[src/rtl/riscv_io_pkg.sv]
// Shared definitions for the memory-mapped I/O peripherals on the CPU data bus:
// register offsets, UART status bit positions and the UART transmitter state type.
package riscv_io_pkg;

    localparam logic [31:0] UART_TXDATA_OFS = 32'h0000_0000;
    localparam logic [31:0] UART_STATUS_OFS = 32'h0000_0004;
    localparam logic [31:0] UART_DIV_OFS    = 32'h0000_0008;

    localparam int STAT_FULL_BIT  = 0;
    localparam int STAT_EMPTY_BIT = 1;
    localparam int STAT_BUSY_BIT  = 2;
    localparam int STAT_OVF_BIT   = 3;

    typedef enum logic [1:0] {
        UART_IDLE  = 2'd0,
        UART_START = 2'd1,
        UART_DATA  = 2'd2,
        UART_STOP  = 2'd3
    } uart_state_t;

    // Divisors below 2 cannot time a bit with a down-counter reload, so they act as 2.
    function automatic logic [15:0] clamp_div(input logic [15:0] div);
        if (div < 16'd2) begin
            return 16'd2;
        end else begin
            return div;
        end
    endfunction

endpackage

[src/rtl/sync_fifo.sv]
// Single-clock show-ahead FIFO; pointers carry one extra wrap bit so full and
// empty are distinguished without a separate counter.
module sync_fifo #(
    parameter int WIDTH = 8,
    parameter int DEPTH = 4
) (
    input  logic             clock,
    input  logic             rst,
    input  logic             push,
    input  logic             pop,
    input  logic [WIDTH-1:0] din,
    output logic [WIDTH-1:0] dout,
    output logic             full,
    output logic             empty
);

    localparam int AW = $clog2(DEPTH);
    localparam logic [AW:0] PTR_ONE = {{AW{1'b0}}, 1'b1};

    logic [WIDTH-1:0] mem_r [DEPTH];
    logic [AW:0]      wr_ptr_r;
    logic [AW:0]      rd_ptr_r;
    logic             do_push_s;
    logic             do_pop_s;

    // A push into a full FIFO still lands when the head leaves in the same cycle.
    assign do_pop_s  = pop & ~empty;
    assign do_push_s = push & (~full | do_pop_s);

    assign empty = (wr_ptr_r == rd_ptr_r);
    assign full  = (wr_ptr_r[AW] != rd_ptr_r[AW]) &&
                   (wr_ptr_r[AW-1:0] == rd_ptr_r[AW-1:0]);
    assign dout  = mem_r[rd_ptr_r[AW-1:0]];

    // Read and write pointer advance.
    always_ff @(posedge clock) begin
        if (rst) begin
            wr_ptr_r <= '0;
            rd_ptr_r <= '0;
        end else begin
            if (do_push_s) begin
                wr_ptr_r <= wr_ptr_r + PTR_ONE;
            end
            if (do_pop_s) begin
                rd_ptr_r <= rd_ptr_r + PTR_ONE;
            end
        end
    end

    // Entry storage; contents are meaningless while empty, so no reset is needed.
    always_ff @(posedge clock) begin
        if (do_push_s) begin
            mem_r[wr_ptr_r[AW-1:0]] <= din;
        end
    end

endmodule

[src/rtl/uart_tx_mmio.sv]
// Memory-mapped 8N1 UART transmitter: register decode, TX FIFO, divisor and
// status registers, and the serializer FSM with its per-bit down-counter.
module uart_tx_mmio
    import riscv_io_pkg::*;
#(
    parameter logic [31:0] BASE_ADDR  = 32'h0000_0410,
    parameter logic [15:0] DIV_RESET  = 16'd434,
    parameter int          FIFO_DEPTH = 4
) (
    input  logic        clock,
    input  logic        rst,
    input  logic        i_write_cs,
    input  logic        i_read_cs,
    input  logic [31:0] i_address,
    input  logic [31:0] i_wdat,
    output logic [31:0] o_rdat,
    output logic        o_sel,
    output logic        o_tx
);

    logic        hit_tx_s, hit_stat_s, hit_div_s;
    logic        push_s, pop_s, launch_s, busy_s;
    logic [7:0]  fifo_dout_s;
    logic        fifo_full_s, fifo_empty_s;
    logic [15:0] div_r, div_new_s;
    logic        ovf_r;
    logic [31:0] status_s;
    logic        unused_wdat_s;

    uart_state_t state_r, state_s;
    logic [15:0] timer_r, timer_s;
    logic [15:0] div_act_r, div_act_s;
    logic [2:0]  bit_cnt_r, bit_cnt_s;
    logic [7:0]  shift_r, shift_s;
    logic        tx_r, tx_s;

    assign hit_tx_s   = (i_address == BASE_ADDR + UART_TXDATA_OFS);
    assign hit_stat_s = (i_address == BASE_ADDR + UART_STATUS_OFS);
    assign hit_div_s  = (i_address == BASE_ADDR + UART_DIV_OFS);
    assign o_sel      = hit_tx_s | hit_stat_s | hit_div_s;

    assign push_s        = i_write_cs & hit_tx_s;
    assign div_new_s     = clamp_div(div_r);
    assign busy_s        = (state_r != UART_IDLE);
    assign o_tx          = tx_r;
    assign unused_wdat_s = ^i_wdat[31:16];

    sync_fifo #(
        .WIDTH (8),
        .DEPTH (FIFO_DEPTH)
    ) u_fifo (
        .clock (clock),
        .rst   (rst),
        .push  (push_s),
        .pop   (pop_s),
        .din   (i_wdat[7:0]),
        .dout  (fifo_dout_s),
        .full  (fifo_full_s),
        .empty (fifo_empty_s)
    );

    // Divisor register and sticky overflow flag.
    always_ff @(posedge clock) begin
        if (rst) begin
            div_r <= DIV_RESET;
            ovf_r <= 1'b0;
        end else begin
            if (i_write_cs && hit_div_s) begin
                div_r <= i_wdat[15:0];
            end
            if (push_s && fifo_full_s && !pop_s) begin
                ovf_r <= 1'b1;
            end else if (i_write_cs && hit_stat_s && i_wdat[STAT_OVF_BIT]) begin
                ovf_r <= 1'b0;
            end
        end
    end

    // Status word assembly.
    always_comb begin
        status_s = 32'd0;
        status_s[STAT_FULL_BIT]  = fifo_full_s;
        status_s[STAT_EMPTY_BIT] = fifo_empty_s;
        status_s[STAT_BUSY_BIT]  = busy_s;
        status_s[STAT_OVF_BIT]   = ovf_r;
    end

    // Load data mux; TXDATA reads back as zero.
    always_comb begin
        if (!i_read_cs) begin
            o_rdat = 32'd0;
        end else if (hit_stat_s) begin
            o_rdat = status_s;
        end else if (hit_div_s) begin
            o_rdat = {16'd0, div_r};
        end else begin
            o_rdat = 32'd0;
        end
    end

    // Serializer next-state: tx_s is the line level for the following cycle.
    always_comb begin
        state_s   = state_r;
        timer_s   = timer_r;
        bit_cnt_s = bit_cnt_r;
        shift_s   = shift_r;
        div_act_s = div_act_r;
        tx_s      = tx_r;
        launch_s  = 1'b0;
        pop_s     = 1'b0;
        case (state_r)
            UART_IDLE: begin
                if (!fifo_empty_s) begin
                    launch_s = 1'b1;
                end else begin
                    tx_s = 1'b1;
                end
            end
            UART_START: begin
                if (timer_r == 16'd0) begin
                    state_s   = UART_DATA;
                    timer_s   = div_act_r - 16'd1;
                    bit_cnt_s = 3'd0;
                    tx_s      = shift_r[0];
                end else begin
                    timer_s = timer_r - 16'd1;
                    tx_s    = 1'b0;
                end
            end
            UART_DATA: begin
                if (timer_r == 16'd0) begin
                    timer_s = div_act_r - 16'd1;
                    if (bit_cnt_r == 3'd7) begin
                        state_s = UART_STOP;
                        tx_s    = 1'b1;
                    end else begin
                        bit_cnt_s = bit_cnt_r + 3'd1;
                        shift_s   = {1'b0, shift_r[7:1]};
                        tx_s      = shift_r[1];
                    end
                end else begin
                    timer_s = timer_r - 16'd1;
                end
            end
            UART_STOP: begin
                if (timer_r != 16'd0) begin
                    timer_s = timer_r - 16'd1;
                    tx_s    = 1'b1;
                end else if (!fifo_empty_s) begin
                    launch_s = 1'b1;
                end else begin
                    state_s = UART_IDLE;
                    tx_s    = 1'b1;
                end
            end
            default: begin
                state_s = UART_IDLE;
                tx_s    = 1'b1;
            end
        endcase
        // Frame start: pop the head and freeze the divisor for the whole frame.
        if (launch_s) begin
            pop_s     = 1'b1;
            state_s   = UART_START;
            shift_s   = fifo_dout_s;
            div_act_s = div_new_s;
            timer_s   = div_new_s - 16'd1;
            tx_s      = 1'b0;
        end else begin
            pop_s = 1'b0;
        end
    end

    // Serializer state registers.
    always_ff @(posedge clock) begin
        if (rst) begin
            state_r   <= UART_IDLE;
            timer_r   <= 16'd0;
            bit_cnt_r <= 3'd0;
            shift_r   <= 8'd0;
            div_act_r <= 16'd2;
            tx_r      <= 1'b1;
        end else begin
            state_r   <= state_s;
            timer_r   <= timer_s;
            bit_cnt_r <= bit_cnt_s;
            shift_r   <= shift_s;
            div_act_r <= div_act_s;
            tx_r      <= tx_s;
        end
    end

endmodule

[config.mk]
export PLATFORM = sky130hd
export DESIGN_NAME = uart_tx_mmio
export DESIGN_NICKNAME = d
export VERILOG_FILES = /design/src/rtl/riscv_io_pkg.sv /design/src/rtl/sync_fifo.sv /design/src/rtl/uart_tx_mmio.sv
export SDC_FILE = /design/constraint.sdc
export NUM_CORES = 1
export LEC_CHECK = 0
export CELL_PAD_IN_SITES_DETAIL_PLACEMENT = 0
export CELL_PAD_IN_SITES_GLOBAL_PLACEMENT = 1
export CORE_ASPECT_RATIO = 2
export CORE_MARGIN = 4
export CORE_UTILIZATION = 39
export CTS_CLUSTER_SIZE = 25
export DETAILED_ROUTE_END_ITERATION = 8
export GPL_TIMING_DRIVEN = 0
export MAX_ROUTING_LAYER = met4
export PLACE_DENSITY_LB_ADDON = 0.1
export SYNTH_ARGS = -nofsm -noshare
export SYNTH_HDL_FRONTEND = slang
export SYNTH_SLANG_ARGS = --single-unit
[constraint.sdc]
create_clock -name clock -period 4 [get_ports clock]
set_input_delay 1.2 -clock clock [delete_from_list [all_inputs] [get_ports clock]]
set_output_delay 1.2 -clock clock [all_outputs]
set_load 0.01 [all_outputs]
==> flow_summary.html <==
<table>
<tr><th>Metric</th><th>Value</th></tr>
<tr><th colspan="2">GRT</th></tr>
<tr><td>Vias in the first global route</td><td>5,040</td></tr>
<tr><td>Initial antenna violation count</td><td>0</td></tr>
<tr><td>Largest net degree at the start of global routing</td><td>23</td></tr>
<tr><td>GRT Util Overall</td><td>22.0%</td></tr>
<tr><td>GRT Residual Overflow</td><td>0</td></tr>
<tr><td>First-pass GRT wire length</td><td>27.6 mm</td></tr>
<tr><th colspan="2">Critical path</th></tr>
<tr><td>Critical path peak fanout</td><td>5</td></tr>
<tr><td>Cell depth of the worst flop-to-flop path</td><td>12</td></tr>
<tr><td>Slowest cell on the critical path</td><td>clkdlybuf4s50_1</td></tr>
<tr><td>Required time of the critical path</td><td>2800 ps</td></tr>
<tr><td>CP Capture Type</td><td>output port</td></tr>
<tr><td>Setup crit start kind</td><td>primary input</td></tr>
<tr><td>Slowest cell delay on critical path</td><td>420 ps</td></tr>
<tr><td>Type of the worst setup path</td><td>primary input to output port</td></tr>
<tr><td>Endpoint arrival time on the critical path</td><td>2720 ps</td></tr>
<tr><td>Slack of the worst reg-to-reg path</td><td>370 ps</td></tr>
<tr><td>Endpoint of the lowest-slack register-to-register path</td><td>timer_r[14]$_SDFFE_PP0P_</td></tr>
<tr><td>RR Startpoint</td><td>div_r[11]$_SDFFE_PP0P_</td></tr>
<tr><td>Critical-path cell list</td><td>clkdlybuf4s50_1 -&gt; nor4_2 -&gt; nand4_1 -&gt; nor2_2 -&gt; and3_4 -&gt; buf_8 -&gt; and2_4 -&gt; buf_6</td></tr>
<tr><th colspan="2">Yosys</th></tr>
<tr><td>Cell type with the largest total area after synthesis</td><td>dfxtp_1</td></tr>
<tr><td>Cell area after synthesis</td><td>5770 um^2</td></tr>
<tr><td>Distinct cells, synth</td><td>69</td></tr>
<tr><td>Largest family of logic cells by synthesized area</td><td>simple AND/OR/NAND/NOR gates</td></tr>
<tr><td>Simple-gate share of the synthesized area</td><td>21.6%</td></tr>
<tr><td>Xor/xnor share of the synthesized area</td><td>4.55%</td></tr>
<tr><td>Synth Area in Adders</td><td>3.68%</td></tr>
<tr><td>Sequential share of the synthesized area</td><td>41.3%</td></tr>
<tr><td>Post-synth EDFFs</td><td>32</td></tr>
<tr><td>Synth async-reset ratio</td><td>0%</td></tr>
<tr><td>Portion of synthesized cell area occupied by the leading cell type</td><td>24.6%</td></tr>
<tr><td>Post-synthesis mux area share</td><td>7.13%</td></tr>
<tr><td>Flip-flop cell with the highest count after synthesis</td><td>dfxtp_1</td></tr>
<tr><td>Synthesized instance count</td><td>618</td></tr>
<tr><td>Average instance area after synthesis</td><td>9.34 um^2</td></tr>
<tr><td>Compound-gate portion of the synthesized area</td><td>15.7%</td></tr>
<tr><td>Ranking of synthesized cells by area</td><td>dfxtp_1 25%, edfxtp_1 17%, nand2_1 3.8%</td></tr>
<tr><td>Ys Warns</td><td>0</td></tr>
<tr><td>Register bit count reported by yosys</td><td>103</td></tr>
<tr><th colspan="2">Finish</th></tr>
<tr><td>Post-synthesis to final-layout area growth</td><td>25.0%</td></tr>
<tr><td>Total area of multi-input combinational cells</td><td>3210 um^2</td></tr>
<tr><td>Register cell area after layout</td><td>2380 um^2</td></tr>
<tr><td>Nets@finish</td><td>799</td></tr>
<tr><td>Diodes inserted</td><td>0</td></tr>
<tr><td>Final instance area</td><td>7220 um^2</td></tr>
<tr><td>Fraction of final layout cells sized beyond drive strength 1</td><td>15.2%</td></tr>
<tr><td>Final cell utilization of the core</td><td>50.0%</td></tr>
<tr><td>Most used cells in the layout excluding fill and tap cells</td><td>71 x dfxtp_1, 58 x nand2_1, 52 x nor2_1, 41 x a21oi_1, 32 x edfxtp_1</td></tr>
<tr><td>Fill count</td><td>1,444</td></tr>
<tr><td>Most common library cell in the layout ignoring fill and taps</td><td>dfxtp_1</td></tr>
<tr><th colspan="2">Clock network</th></tr>
<tr><td>Clk Latency, worst-skew pair</td><td>350 ps</td></tr>
<tr><td>Clock transition at the registers of the reported paths</td><td>80 ps</td></tr>
<tr><td>TritonCTS clock tree</td><td>yes</td></tr>
<tr><td>Maximum root-to-sink buffer count</td><td>2</td></tr>
<tr><td>Library cell used as clock root buffer</td><td>clkbuf_16</td></tr>
<tr><td>Htree depth</td><td>3</td></tr>
<tr><td>Number of buffers inserted by hold repair at cts</td><td>0</td></tr>
<tr><td>Clock sinks</td><td>103</td></tr>
<tr><td>Number of buffers created by CTS</td><td>9</td></tr>
<tr><th colspan="2">Floorplanning</th></tr>
<tr><td>Overall die height</td><td>180 um</td></tr>
<tr><td>Core Footprint</td><td>14,400 um^2</td></tr>
<tr><td>Die footprint</td><td>16,900 um^2</td></tr>
<tr><td>Number of placed I/O pins</td><td>102</td></tr>
<tr><td>Horizontal die dimension</td><td>94.0 um</td></tr>
<tr><td>Row cnt</td><td>62</td></tr>
<tr><td>Effective utilization at floorplan</td><td>40.0%</td></tr>
<tr><th colspan="2">STA</th></tr>
<tr><td>Fin. max-slew vios</td><td>0</td></tr>
<tr><td>Number of failing hold endpoints at the final stage</td><td>0</td></tr>
<tr><td>Worst slack on hold paths</td><td>479 ps</td></tr>
<tr><td>Shortest period the worst path allows</td><td>3920 ps</td></tr>
<tr><td>Relative max-transition margin</td><td>13.3%</td></tr>
<tr><td>Worst clock skew on the final layout</td><td>11.5 ps</td></tr>
<tr><td>Maximum clock rate</td><td>0.255 GHz</td></tr>
<tr><td>Slew at the pin closest to its max-slew limit</td><td>1290 ps</td></tr>
<tr><td>Final period util</td><td>98.0%</td></tr>
<tr><td>Final setup vio count</td><td>0</td></tr>
<tr><th colspan="2">Drt</th></tr>
<tr><td>Count of vias placed by the detailed router</td><td>5,033</td></tr>
<tr><td>Post-detailed-route count of antenna-violating nets</td><td>0</td></tr>
<tr><td>DR DRC count</td><td>0</td></tr>
<tr><td>DR pass1 iterations</td><td>5</td></tr>
<tr><td>Detail-routed net length per standard cell</td><td>19.8 um</td></tr>
<tr><td>Starting DRC count in detailed routing</td><td>260</td></tr>
<tr><td>Post-DR vias/cell</td><td>5.52</td></tr>
<tr><td>Routed wire length</td><td>18.0 mm</td></tr>
<tr><th colspan="2">Job</th></tr>
<tr><td># Max-Cap Violations</td><td>0</td></tr>
<tr><th colspan="2">Pwr</th></tr>
<tr><td>Leakage power of the design</td><td>2.68 nW</td></tr>
<tr><td>Highest ir drop seen on vdd</td><td>0.290 mV</td></tr>
<tr><td>Power density over the cells</td><td>587 nW/um^2</td></tr>
<tr><th colspan="2">Place</th></tr>
<tr><td>Instance area at placement</td><td>6750 um^2</td></tr>
<tr><td>Final weighted congestion in routability-driven placement</td><td>0.877</td></tr>
<tr><td>Dpl hpwl</td><td>14.2 mm</td></tr>
<tr><td>Buffers on Ports</td><td>68</td></tr>
<tr><th colspan="2">Hold path</th></tr>
<tr><td>Startpoint of the lowest-slack hold path</td><td>div_act_r[13]$_SDFFE_PP0P_</td></tr>
<tr><td>Worst Hold Path EP</td><td>div_act_r[13]$_SDFFE_PP0P_</td></tr>
<tr><td>Number of cells on the worst hold path</td><td>2</td></tr>
<tr><td>Path type of the worst min-delay path</td><td>register to register</td></tr>
<tr><th colspan="2">Status</th></tr>
<tr><td>Result of the run</td><td>finished clean</td></tr>
</table>
timing repair:
action	4_1_cts	5_1_grt
endpoints found under the setup margin	17	18
cloned	1	0
pin swaps	10	11
resized for setup	87	40
buffers inserted	1	0
worst max-delay path: cells and delay by family:
family,cells,cell delay (ps)
buf+inv,3,630
simple gates,5,900
flip-flops by register name (all words and copies together) (netlist names), 2 cells and up, named ones only:
signal	cells
u_fifo.mem_r	32
div_act_r	16
div_r	16
timer_r	16
shift_r	8
bit_cnt_r	3
u_fifo.rd_ptr_r	3
u_fifo.wr_ptr_r	3
state_r	2
cell usage after synthesis, types with 8 or more instances:
| master | number |
|---|---|
| nor3_1 | 18 |
| a211oi_1 | 11 |
| o221ai_1 | 8 |
| nand2_1 | 59 |
| xnor2_1 | 19 |
| a22oi_1 | 12 |
| clkbuf_1 | 26 |
| dfxtp_1 | 71 |
| o21ai_0 | 17 |
| a21oi_1 | 41 |
| inv_1 | 15 |
| xor2_1 | 11 |
| nor4_1 | 12 |
| ha_1 | 17 |
| nor2_1 | 55 |
| and2_1 | 20 |
| mux2i_1 | 22 |
| mux4_2 | 8 |
| or4_1 | 9 |
| edfxtp_1 | 32 |
| buf_4 | 18 |
metrics by stage:
step / setup TNS [ps] / setup WS (ps) / std cells / total power, W
floorplan: 0 / 426 / 633 / 0.00273
global placement: -11540 / -846 / 893 / 0.00332
detailed placement: -11580 / -856 / 893 / 0.00332
CTS: 0 / 2.07 / 911 / 0.00423
global route: -3.11 / -3.11 / 911 / 0.00448
finish: 0 / 78.0 / 911 / 0.00424
layout make-up:
| class | instances | share of cell area [%] |
|---|---|---|
| inverter | 15 | 0.780 |
| multi-input combinational | 461 | 44.5 |
| tap | 192 | 3.33 |
| buffer | 54 | 4.21 |
| clock buffer | 9 | 3.12 |
| timing repair buffer | 70 | 9.83 |
| sequential | 103 | 33.0 |
| clock inverter | 7 | 1.27 |
cells by family after synthesis:
logic type      count (synthesis)
compound gates                133
xor+xnor                       30
fa+ha+maj                      17
buf+inv                        69
flops                         103
mux                            31
other cells                     1
simple gates                  234
routing by layer:
layer / track usage, % / routed length [um] / up-vias
met2: 41.5 / 10300 / 135
met5: - / 0 / -
met1: 22.0 / 6440 / 2434
li1: - / - / 2428
met4: 9.84 / 733 / 0
met3: 2.34 / 529 / 36
worst max path at each step:
| stage | start | depth (start not counted) | endpoint | slack [ps] |
|---|---|---|---|---|
| 6_report | i_address[20] | 8 | o_rdat[5] | 80 |
| 3_3_place_gp | i_address[25] | 8 | o_rdat[6] | -850 |
| 4_1_cts | i_address[27] | 8 | o_rdat[9] | 2 |
| 3_5_place_dp | i_address[25] | 8 | o_rdat[6] | -860 |
| 5_1_grt | i_address[20] | 8 | o_rdat[6] | -3 |
| 2_1_floorplan | i_address[0] | 6 | o_rdat[10] | 430 |
power breakdown:
part,internal [W],total (W),switching [W]
logic,0.000809,0.00205,0.00124
registers,0.00116,0.00128,0.000115
clock network,0.000453,0.000908,0.000455
total,0.00242,0.00424,0.00181
Note: power is estimated with default switching activity, not from simulation.
==> RTL change: new RTL, same flow settings <==
The parameter `FIFO_DEPTH` goes from 4 to 2.
--- a/src/rtl/uart_tx_mmio.sv
+++ b/src/rtl/uart_tx_mmio.sv
@@ -5,7 +5,7 @@
 #(
     parameter logic [31:0] BASE_ADDR  = 32'h0000_0410,
     parameter logic [15:0] DIV_RESET  = 16'd434,
-    parameter int          FIFO_DEPTH = 4
+    parameter int          FIFO_DEPTH = 2
 ) (
     input  logic        clock,
     input  logic        rst,
Behaviour: not the same (a bounded check fails within 4 cycles, from zero or initial values and one cycle with rst high).
==> RTL change against the original RTL <==
Core utilization decreased by 0.076 points; total power shrank 14%; routed wire length fell by 11%; area after synthesis decreased by 13%; sequential cell count fell by 19; via count down 7.5%; setup slack improved by 16 ps; first-iteration DRC count increased by 7.7%; synthesized cell count fell by 6.0%; cell area shrank 13%.
==> RTL change: results (changes against the original RTL) <==
Parameter                              Value

Outcome
  Result of the run    completed (unchanged)

STA
  Smallest hold slack    464.5 ps (was 478.7 ps)
  Final period utilization    97.64% (was 98.05%)
  Slew @ Worst Pin    964.8 ps (was 1290 ps)

Power and ir drop
  Leakage dissipation    2.468 nW (was 2.677 nW)

Worst setup path
  Register-to-register setup slack    510 ps (was 370 ps)
  End of the critical path    o_rdat[6] (was o_rdat[5])

Clock tree
  Setup fix buffers added after clock tree synthesis    3 (was 1)
  Number of resized instances in the post-cts repair step    90 (was 87)
  CTS clock-pin slew for the worst setup and hold paths    60 ps (was 80 ps)

Synth
  Portion of netlist area occupied by mux cells    4.406% (was 7.129%)
  Post-synthesis share of cell area spent on xor and xnor gates    6.133% (was 4.550%)
  Sequential fraction of the synthesis area    36.85% (was 41.26%)
  Synth top cells by count    dfxtp_1 (68), nand2_1 (57), nor2_1 (54), a21oi_1 (41) (was dfxtp_1 (71), nand2_1 (59), nor2_1 (55), a21oi_1 (41), edfxtp_1 (32))
  Complex-gate fraction of the synthesized area    18.77% (was 15.71%)
  Post-synthesis average cell area    8.603 µm² (was 9.344 µm²)
  Number of flops mapped to enable cells by yosys    16 (was 32)

Global routing
  GR Util All Layers    22.85% (was 22.04%)

Drt
  Detailed-router iteration count before antenna repair    4 (was 5)

Layout
  Filler Cells Inserted    1254 (was 1444)

Min path
  Terminating pin of the worst hold path    ovf_r (was div_act_r[13])
  Source of the worst hold timing path    ovf_r (was div_act_r[13])

Placement
  Setup Slack @ Placement    -896.2 ps (was -856.4 ps)
  Routability congestion estimate    0.9072 (was 0.8767)
  Half-perimeter wire length after detailed placement    12550 µm (was 14210 µm)
-- RTL change: cell count changes after synthesis, moves of 8 or more --
cell	before	now
a211oi_1	11	22
edfxtp_1	32	16
mux4_2	8	0
nor2b_1	7	19
o221ai_1	8	0
xor2_1	11	19
-- RTL change: final cells by class --
cell class	instances	area share, %
Multi-Input combinational cell	452	47.37
Buffer	50	4.469
Sequential cell	84	29.37
Tap cell	150	2.993
Clock inverter	7	1.417
Inverter	10	0.5986
Timing Repair Buffer	73	10.20
Clock buffer	9	3.591
-- RTL change: metrics by stage --
stage | instance area (µm²) | total power [W]
4_1_cts | 6243 | 0.003646
3_5_place_dp | 5923 | 0.002762
5_1_grt | 6271 | 0.003876
6_report | 6271 | 0.003661
2_1_floorplan | 5055 | 0.002296
3_3_place_gp | 5923 | 0.002754
-- RTL change: per-layer routing --
metal	global-route usage [%]	vias up	share of wire, %
li1	-	2267	-
met1	23.00	2190	35
met2	41.26	148	55
met3	3.281	50	3.7
met4	11.97	0	5.4
met5	-	-	0
